**src/rtl/coloring_search_engine_if.sv**
```systemverilog
// rtl/coloring_search_engine_if.sv - control, candidate and result bundle between controller/checker and search engine
interface coloring_search_engine_if #(
    parameter int NUM_VERTICES = 6,
    parameter int COLOR_BITS   = 2
);
    localparam int W = NUM_VERTICES * COLOR_BITS;

    logic         start;
    logic         abort;
    logic [W-1:0] cand_o;
    logic         cand_valid_o;
    logic         check_i;
    logic         busy_o;
    logic         done_o;
    logic         found_o;
    logic [W-1:0] result_o;
    logic [W:0]   tried_o;

    modport master (
        output start, abort, check_i,
        input  cand_o, cand_valid_o, busy_o, done_o, found_o, result_o, tried_o
    );

    modport slave (
        input  start, abort, check_i,
        output cand_o, cand_valid_o, busy_o, done_o, found_o, result_o, tried_o
    );
endinterface

```
**src/rtl/coloring_search_engine.sv**
```systemverilog
// rtl/coloring_search_engine.sv - exhaustive mixed-radix colouring enumerator feeding a combinational checker
module coloring_search_engine #(
    parameter int NUM_VERTICES = 6,
    parameter int COLOR_BITS   = 2,
    parameter int NUM_COLORS   = 3
) (
    input  logic                     clk,
    input  logic                     rst,
    coloring_search_engine_if.slave  bus
);
    localparam int W = NUM_VERTICES * COLOR_BITS;
    localparam logic [COLOR_BITS-1:0] MAX_DIGIT = COLOR_BITS'(NUM_COLORS - 1);
    localparam logic [COLOR_BITS-1:0] DIGIT_ONE = COLOR_BITS'(1);
    localparam logic [W:0]            TRIED_ONE = (W+1)'(1);

    typedef enum logic [1:0] {IDLE, SEARCH, DONE} state_t;

    state_t                state_q, state_d;
    logic [W-1:0]          cand_q, cand_d, result_q, result_d, cand_next;
    logic [W:0]            tried_q, tried_d;
    logic                  cand_valid_q, cand_valid_d;
    logic                  busy_q, busy_d, done_q, done_d, found_q, found_d;
    logic                  last_cand, carry;
    logic [COLOR_BITS-1:0] digit;

    // Vertex 0 is the least-significant digit; a digit at NUM_COLORS-1 wraps and carries.
    always_comb begin
        cand_next = cand_q;
        carry     = 1'b1;
        last_cand = 1'b1;
        digit     = '0;
        for (int v = 0; v < NUM_VERTICES; v++) begin
            digit = cand_q[v*COLOR_BITS +: COLOR_BITS];
            if (digit != MAX_DIGIT) last_cand = 1'b0;
            if (carry) begin
                if (digit == MAX_DIGIT) begin
                    cand_next[v*COLOR_BITS +: COLOR_BITS] = '0;
                end else begin
                    cand_next[v*COLOR_BITS +: COLOR_BITS] = digit + DIGIT_ONE;
                    carry = 1'b0;
                end
            end
        end
    end

    always_comb begin
        state_d      = state_q;
        cand_d       = cand_q;
        result_d     = result_q;
        tried_d      = tried_q;
        cand_valid_d = cand_valid_q;
        busy_d       = busy_q;
        done_d       = 1'b0;
        found_d      = found_q;
        case (state_q)
            IDLE: begin
                if (bus.start) begin
                    cand_d       = '0;
                    tried_d      = '0;
                    found_d      = 1'b0;
                    result_d     = '0;
                    cand_valid_d = 1'b1;
                    busy_d       = 1'b1;
                    state_d      = SEARCH;
                end
            end
            SEARCH: begin
                if (bus.abort) begin
                    cand_valid_d = 1'b0;
                    busy_d       = 1'b0;
                    found_d      = 1'b0;
                    state_d      = IDLE;
                end else if (bus.check_i || last_cand) begin
                    if (bus.check_i) result_d = cand_q;
                    found_d      = bus.check_i;
                    tried_d      = tried_q + TRIED_ONE;
                    cand_valid_d = 1'b0;
                    busy_d       = 1'b0;
                    done_d       = 1'b1;
                    state_d      = DONE;
                end else begin
                    tried_d = tried_q + TRIED_ONE;
                    cand_d  = cand_next;
                end
            end
            DONE: begin
                state_d = IDLE;
            end
            default: begin
                state_d = IDLE;
            end
        endcase
    end

    always_ff @(posedge clk) begin
        if (rst) begin
            state_q      <= IDLE;
            cand_q       <= '0;
            result_q     <= '0;
            tried_q      <= '0;
            cand_valid_q <= 1'b0;
            busy_q       <= 1'b0;
            done_q       <= 1'b0;
            found_q      <= 1'b0;
        end else begin
            state_q      <= state_d;
            cand_q       <= cand_d;
            result_q     <= result_d;
            tried_q      <= tried_d;
            cand_valid_q <= cand_valid_d;
            busy_q       <= busy_d;
            done_q       <= done_d;
            found_q      <= found_d;
        end
    end

    assign bus.cand_o       = cand_q;
    assign bus.cand_valid_o = cand_valid_q;
    assign bus.busy_o       = busy_q;
    assign bus.done_o       = done_q;
    assign bus.found_o      = found_q;
    assign bus.result_o     = result_q;
    assign bus.tried_o      = tried_q;
endmodule

```
**src/flat_wrapper.sv**
```systemverilog
// flat-port wrapper written by rule: the top's interface ports become plain ports
module coloring_search_engine_flat 
#(
    parameter int NUM_VERTICES = 6,
    parameter int COLOR_BITS   = 2,
    parameter int NUM_COLORS   = 3
)
  (clk, rst, bus_start, bus_abort, bus_check_i, bus_cand_o, bus_cand_valid_o, bus_busy_o, bus_done_o, bus_found_o, bus_result_o, bus_tried_o);
  coloring_search_engine_if #(.NUM_VERTICES(NUM_VERTICES), .COLOR_BITS(COLOR_BITS)) bus_i ();
  input  logic clk;
  input  logic rst;
  input wire logic [$bits(bus_i.start)-1:0] bus_start;
  input wire logic [$bits(bus_i.abort)-1:0] bus_abort;
  input wire logic [$bits(bus_i.check_i)-1:0] bus_check_i;
  output wire logic [$bits(bus_i.cand_o)-1:0] bus_cand_o;
  output wire logic [$bits(bus_i.cand_valid_o)-1:0] bus_cand_valid_o;
  output wire logic [$bits(bus_i.busy_o)-1:0] bus_busy_o;
  output wire logic [$bits(bus_i.done_o)-1:0] bus_done_o;
  output wire logic [$bits(bus_i.found_o)-1:0] bus_found_o;
  output wire logic [$bits(bus_i.result_o)-1:0] bus_result_o;
  output wire logic [$bits(bus_i.tried_o)-1:0] bus_tried_o;
  assign bus_i.start = bus_start;
  assign bus_i.abort = bus_abort;
  assign bus_i.check_i = bus_check_i;
  assign bus_cand_o = bus_i.cand_o;
  assign bus_cand_valid_o = bus_i.cand_valid_o;
  assign bus_busy_o = bus_i.busy_o;
  assign bus_done_o = bus_i.done_o;
  assign bus_found_o = bus_i.found_o;
  assign bus_result_o = bus_i.result_o;
  assign bus_tried_o = bus_i.tried_o;
  coloring_search_engine #(.NUM_VERTICES(NUM_VERTICES), .COLOR_BITS(COLOR_BITS), .NUM_COLORS(NUM_COLORS)) u_core (.clk(clk), .rst(rst), .bus(bus_i));
endmodule
```
**config.mk**
```make
export PLATFORM = sky130hd
export DESIGN_NAME = coloring_search_engine_flat
export DESIGN_NICKNAME = d
export VERILOG_FILES = /design/src/rtl/coloring_search_engine_if.sv /design/src/rtl/coloring_search_engine.sv /design/src/flat_wrapper.sv
export SDC_FILE = /design/constraint.sdc
export NUM_CORES = 1
export LEC_CHECK = 0
export ABC_AREA = 1
export CORE_ASPECT_RATIO = 0.9
export CORE_MARGIN = 3
export CORE_UTILIZATION = 45
export DETAILED_ROUTE_END_ITERATION = 10
export PLACE_DENSITY = 0.76
export RECOVER_POWER = 50
export SLEW_MARGIN = 0
export SYNTH_ARGS = -nofsm -noshare
export SYNTH_HDL_FRONTEND = slang
export SYNTH_SLANG_ARGS = --single-unit
export TNS_END_PERCENT = 100
```
**constraint.sdc**
```tcl
create_clock -name clk -period 1.4 [get_ports clk]
set_clock_uncertainty 0.2 [all_clocks]
set_input_delay 0.28 -clock clk [delete_from_list [all_inputs] [get_ports clk]]
set_output_delay 0.28 -clock clk [all_outputs]
set_load 0.02 [all_outputs]
```
After elaboration in Yosys (flattened, before gate mapping)
Cells that the tools add are included.
{"block": "classes", "addsub": 7, "bitwise": 1, "n_reduce_logical": 14, "muxes": 50, "n_eq_ne": 24}
{"operator": "two-way mux 12 bit", "n": 6}
{"operator": "one-hot mux 12 bit (2 select lines)", "n": 2}
{"operator": "AND reduction 5 bit", "n": 6}
{"operator": "two-way mux 2 bit", "n": 14}
{"operator": "two-way mux 13 bit", "n": 2}
{"operator": "one-hot mux 13 bit (2 select lines)", "n": 1}
{"operator": "two-way mux 1 bit", "n": 22}
{"operator": "!= test 2 bit (second input constant)", "n": 10}
{"operator": "adder 13 x 1 -> 13 bit (second input constant)", "n": 1}
{"operator": "adder 2 x 1 -> 2 bit (second input constant)", "n": 6}
{"operator": "equality test 2 bit (second input constant)", "n": 6}
{"operator": "!= test 2 x 1 -> 1 bit (second input constant)", "n": 6}
{"operator": "AND reduction 3 bit", "n": 2}
{"operator": "one-hot mux 1 bit (2 select lines)", "n": 2}
{"operator": "one-hot mux 2 bit (2 select lines)", "n": 1}
{"operator": "AND reduction 4 bit", "n": 1}
{"operator": "!= test 3 x 2 -> 1 bit (second input constant)", "n": 1}
{"operator": "OR reduction 3 bit", "n": 1}
{"operator": "equality test 2 x 1 -> 1 bit (second input constant)", "n": 1}
{"operator": "zero test 2 bit", "n": 1}
{"operator": "AND reduction 2 bit", "n": 1}
{"operator": "nonzero test 2 bit", "n": 1}
{"operator": "logical OR 1 bit", "n": 1}
{"operator": "inverter 1 bit", "n": 1}
{"block": "word_totals", "wordCells": 108, "regBits": 42, "inputBits": 5, "output_inout_bits": 41}

Depth between registers and ports, before layout
{"block": "logic_depth", "ltp_word": 11, "ltp_mapped": 11, "depth_no_buf": 11}

Worst setup path before layout
Ideal clock, no wire load.
{"block": "synth_timing", "path_kind": "reg2reg", "startpoint": "register u_core.cand_q[3], in the netlist u_core.bus.cand_o[3]", "endpoint": "register u_core.cand_q[5], in the netlist u_core.bus.cand_o[5]", "setup_time_ns": 0.113, "stages_incl_launch_ff": 12, "synth_period_minus_slack_ns": 1.669, "arrival_ns": 1.356, "path_buffers": 0, "slack_ns": -0.269, "required_time_ns": 1.087, "cell_sequence": "dfxtp_1 > inv_1 > nor2_1 > nand2_2 > nor2_4 > nand4_4 > nand2_4 > nand2_4 > nand2_1 > nand2_1 > nand2_1 > nor2_1"}
{"block": "synth_between", "elab_chain_cells": 9, "elab_cells_between_ends": 13, "classes_between": "4 x eq/ne; 7 x mux; 2 x reduce/logical"}
{"element": "start: declaration", "line": "coloring_search_engine.sv:19", "source": "logic [W-1:0] cand_q, cand_d, result_q, result_d, cand_next;"}
{"element": "start signal: assignment", "line": "coloring_search_engine.sv:107", "source": "cand_q <= cand_d;"}
{"element": "!= test 2 bit", "line": "coloring_search_engine.sv:34", "source": "if (digit != MAX_DIGIT) last_cand = 1'b0;"}
{"element": "two-way mux 1 bit (5 in series)", "line": "coloring_search_engine.sv:34"}
{"element": "logical OR 1 bit", "line": "coloring_search_engine.sv:73", "source": "end else if (bus.check_i || last_cand) begin"}
{"element": "!= test 2 bit (no source line)"}
{"element": "AND reduction 5 bit (no source line) *"}
Mark *: on every way between the ends. The rest lies on a longest branch, timed or not.
A chain may end at the register's enable or synchronous reset.

Final worst setup path
{"block": "layout_timing", "startpoint": "register u_core.state_q[0]", "endpoint": "register u_core.tried_q[11], in the netlist u_core.bus.tried_o[11]"}
{"block": "layout_between", "elab_chain_cells": 3, "elab_cells_between_ends": 7, "classes_between": "3 x eq/ne; 1 x mux; 3 x reduce/logical"}
{"element": "start: declaration", "line": "coloring_search_engine.sv:18", "source": "state_t state_q, state_d;"}
{"element": "start signal: assignment", "line": "coloring_search_engine.sv:106", "source": "state_q <= state_d;"}
{"element": "equality test 2 x 1 -> 1 bit or zero test 2 bit (tied branches)", "line": "coloring_search_engine.sv:55", "source": "case (state_q)"}
{"element": "!= test 2 bit (no source line) or nonzero test 2 bit (tied branches)"}
{"element": "AND reduction 3 bit (no source line)"}
{"element": "end signal: assignment", "line": "coloring_search_engine.sv:109", "source": "tried_q <= tried_d;"}
{"element": "end: declaration", "line": "coloring_search_engine.sv:20", "source": "logic [W:0] tried_q, tried_d;"}
Parallel ways exist; a longest one is shown, timed or not.

==> impl_metrics.env <==
export IMPL_grt_max_degree=21
export IMPL_finalSetupTns_ns=-9.81
export IMPL_antenna_found_initial=0
export IMPL_ir_worst_vdd_v=0.000797
export IMPL_yosys_warnings=0
export IMPL_finalHoldViolations=0
export IMPL_post_route_period_util_pct=126
export IMPL_cp_arrival_ns=1.77
export IMPL_grt_overflow=0
export IMPL_cts_sinks=42
export IMPL_final_cell_mix="buf_4 (50), nand2_1 (43), nor2_1 (33)"
export IMPL_status="finished with violations"
export IMPL_grt_pass1_wl_mm=10.6
export IMPL_syn_inst=281
export IMPL_failed_checks="setup timing"
export IMPL_io_buffer_count=45
export IMPL_worst_pin_slew_ns=0.295
export IMPL_grtUsageTotal_pct=24.8
export IMPL_synth_top_area_share_pct=42.3
export IMPL_drv_slew=0
export IMPL_avgViaCountPerCell=5.37
export IMPL_drv_cap=0
export IMPL_layout_commonest_cell="buf_4"
export IMPL_cts_max_path_buffers=2
export IMPL_rsz0062_at_grt="true"
export IMPL_vias=2464
export IMPL_crit_type="reg2reg"
export IMPL_clockRootBuffer="clkbuf_8"
export IMPL_die_x_microns=76.0
export IMPL_syn_nets=287
export IMPL_hold_path_class="reg2reg"
export IMPL_dr_pass1_iters=5
export IMPL_dp_hpwl_mm=4.00
export IMPL_initial_core_util_pct=47.8
export IMPL_synth_area_leaders="dfxtp_1 (42%), nand2_1 (11%), a21oi_1 (7.8%)"
export IMPL_max_freq_mhz=568
export IMPL_timing_slew_headroom_pct=80.2
export IMPL_drive_gt1_share_pct=54.4
export IMPL_synth_area_per_cell_sq_um=7.07
export IMPL_nets=404
export IMPL_setup_viol=43
export IMPL_crit_required_ns=1.41
export IMPL_clk_latency_ns=0.30
export IMPL_ctsHoldBuffers=0
export IMPL_num_fill_cells=230
export IMPL_synth_cell_type_count=27
export IMPL_design_portCount=46
export IMPL_worst_hold_slack_ns=0.269
export IMPL_drtIter0Drc=250
export IMPL_path_clk_slew_ns=0.08
export IMPL_min_period_ns=1.76
export IMPL_dieHeight_microns=69.0
export IMPL_syn_cell_area_sq_um=1990
export IMPL_row_count=22
export IMPL_p_per_area_nw_per_um2=965
export IMPL_cts_made_buffers=5
export IMPL_critPathCaptureType="register"
export IMPL_p_leak_uw=0.00152
export IMPL_ys_seq_area_share_pct=42.3
export IMPL_setup_slack_ns=-0.362
export IMPL_final_core_util_pct=82.3
export IMPL_cts_tree="yes"
export IMPL_die_area_sq_um=5250
export IMPL_gp_congestion=0.836
export IMPL_route_detailed_drc=0
export IMPL_wirelength_mm=7.69
export IMPL_synth_seq_cells=42
export IMPL_cp_max_fo=5
export IMPL_start_kind="register"
export IMPL_grt_pass1_vias=2272
export IMPL_wl_per_cell_microns=16.7
export IMPL_h_tree_depth=2
export IMPL_syn_to_final_growth_pct=72.3
export IMPL_core_sq_um=4160
export IMPL_diodes=0
export IMPL_ant_nets=0
export IMPL_synth_largest_area_cell="dfxtp_1"
## synthesized netlist by cell type
master and count:
nand2_1 57, dfxtp_1 42, nor2_1 37, inv_1 35, a21oi_1 31, nand3_1 27, o21ai_0 13, nor3_1 7
a21oi_2 3, inv_2 3, nand2_4 3, nor2_2 3, buf_2 2, buf_4 2, clkbuf_1 2, nor2_4 2
o21ai_1 2, a22oi_1 1, buf_6 1, clkbuf_8 1, ha_1 1, nand2_2 1, nand4_1 1, nand4_4 1
nor3_2 1, nor3_4 1, o211a_1 1
## area by class of cell
class                   count  area, sq um  share of cell area [%]
clock buffers               8          101                    2.96
well taps                  60         75.1                    2.19
inverters                  38          165                    4.83
flip-flops and latches     42          880                    25.7
multi-input cells         194         1260                    36.7
repair buffers            117          943                    27.6
## path summary, 6_finish.rpt
check | start | slack, ns | cells past startpoint | end
worst max register to register | u_core.state_q[0] | -0.36 | 8 | u_core.bus.tried_o[11]
worst max-delay path | u_core.state_q[0] | -0.36 | 8 | u_core.bus.tried_o[11]
worst min-delay path | u_core.bus.result_o[3] | 0.27 | 2 | u_core.bus.result_o[3]
worst min register to register | u_core.bus.result_o[3] | 0.27 | 2 | u_core.bus.result_o[3]
## what timing repair did
item,in CTS,in global routing
gates cloned,2,1
buffers inserted,8,12
gates resized for setup,178,89
pin swaps,16,21
endpoints found under the setup margin,83,65
## per-layer routing
metal / global-route usage (%) / share of wire (%) / vias to the layer above
met2: 44.0 / 51 / 101
met3: 5.09 / 5.8 / 39
met5: 0 / 0 / -
met4: 7.44 / 4.2 / 0
met1: 30.2 / 39 / 1186
li1: - / - / 1138
## power by group
| group | total, uW | leakage (uW) | internal [uW] | switching (uW) |
|---|---|---|---|---|
| sequential | 1330 | 0.000351 | 1260 | 68.9 |
| clock | 890 | 0.0000506 | 462 | 428 |
| combinational | 1080 | 0.00112 | 483 | 594 |
## flip-flops by register name, indices dropped and copies added (netlist names)
signal                   count
u_core.bus.cand_o           12
u_core.bus.done_o            1
u_core.bus.tried_o          13
u_core.bus.result_o         12
u_core.state_q               2
u_core.bus.cand_valid_o      1
u_core.bus.found_o           1
## worst max-delay path: stages, from the launching register on
cell     delay, ns
dfxtp_4       0.37
a21oi_4       0.16
nand2_4       0.11
buf_12        0.16
nor2_4        0.16
nand3_4       0.13
inv_4         0.10
a21oi_2       0.06
nor3_2        0.22
## kinds of logic after synthesis
logic type                 share of synthesized area, %
adders and majority gates                         0.630
buffers and inverters                              10.1
AOI/OAI and AO/OA                                  13.8
DFF                                                42.3
and+or+nand+nor                                    33.1
## through the flow
stage,area [sq um],worst slack [ns],power [uW],instances
after floorplan,2080,-0.125,1790,281
after global placement,2990,-0.523,2180,432
after detailed placement,2990,-0.568,2200,432
after CTS,3270,-0.211,3150,449
after global routing,3420,-0.415,3440,459
final,3420,-0.362,3300,459
No activity file was read; power rests on OpenSTA's default activity.
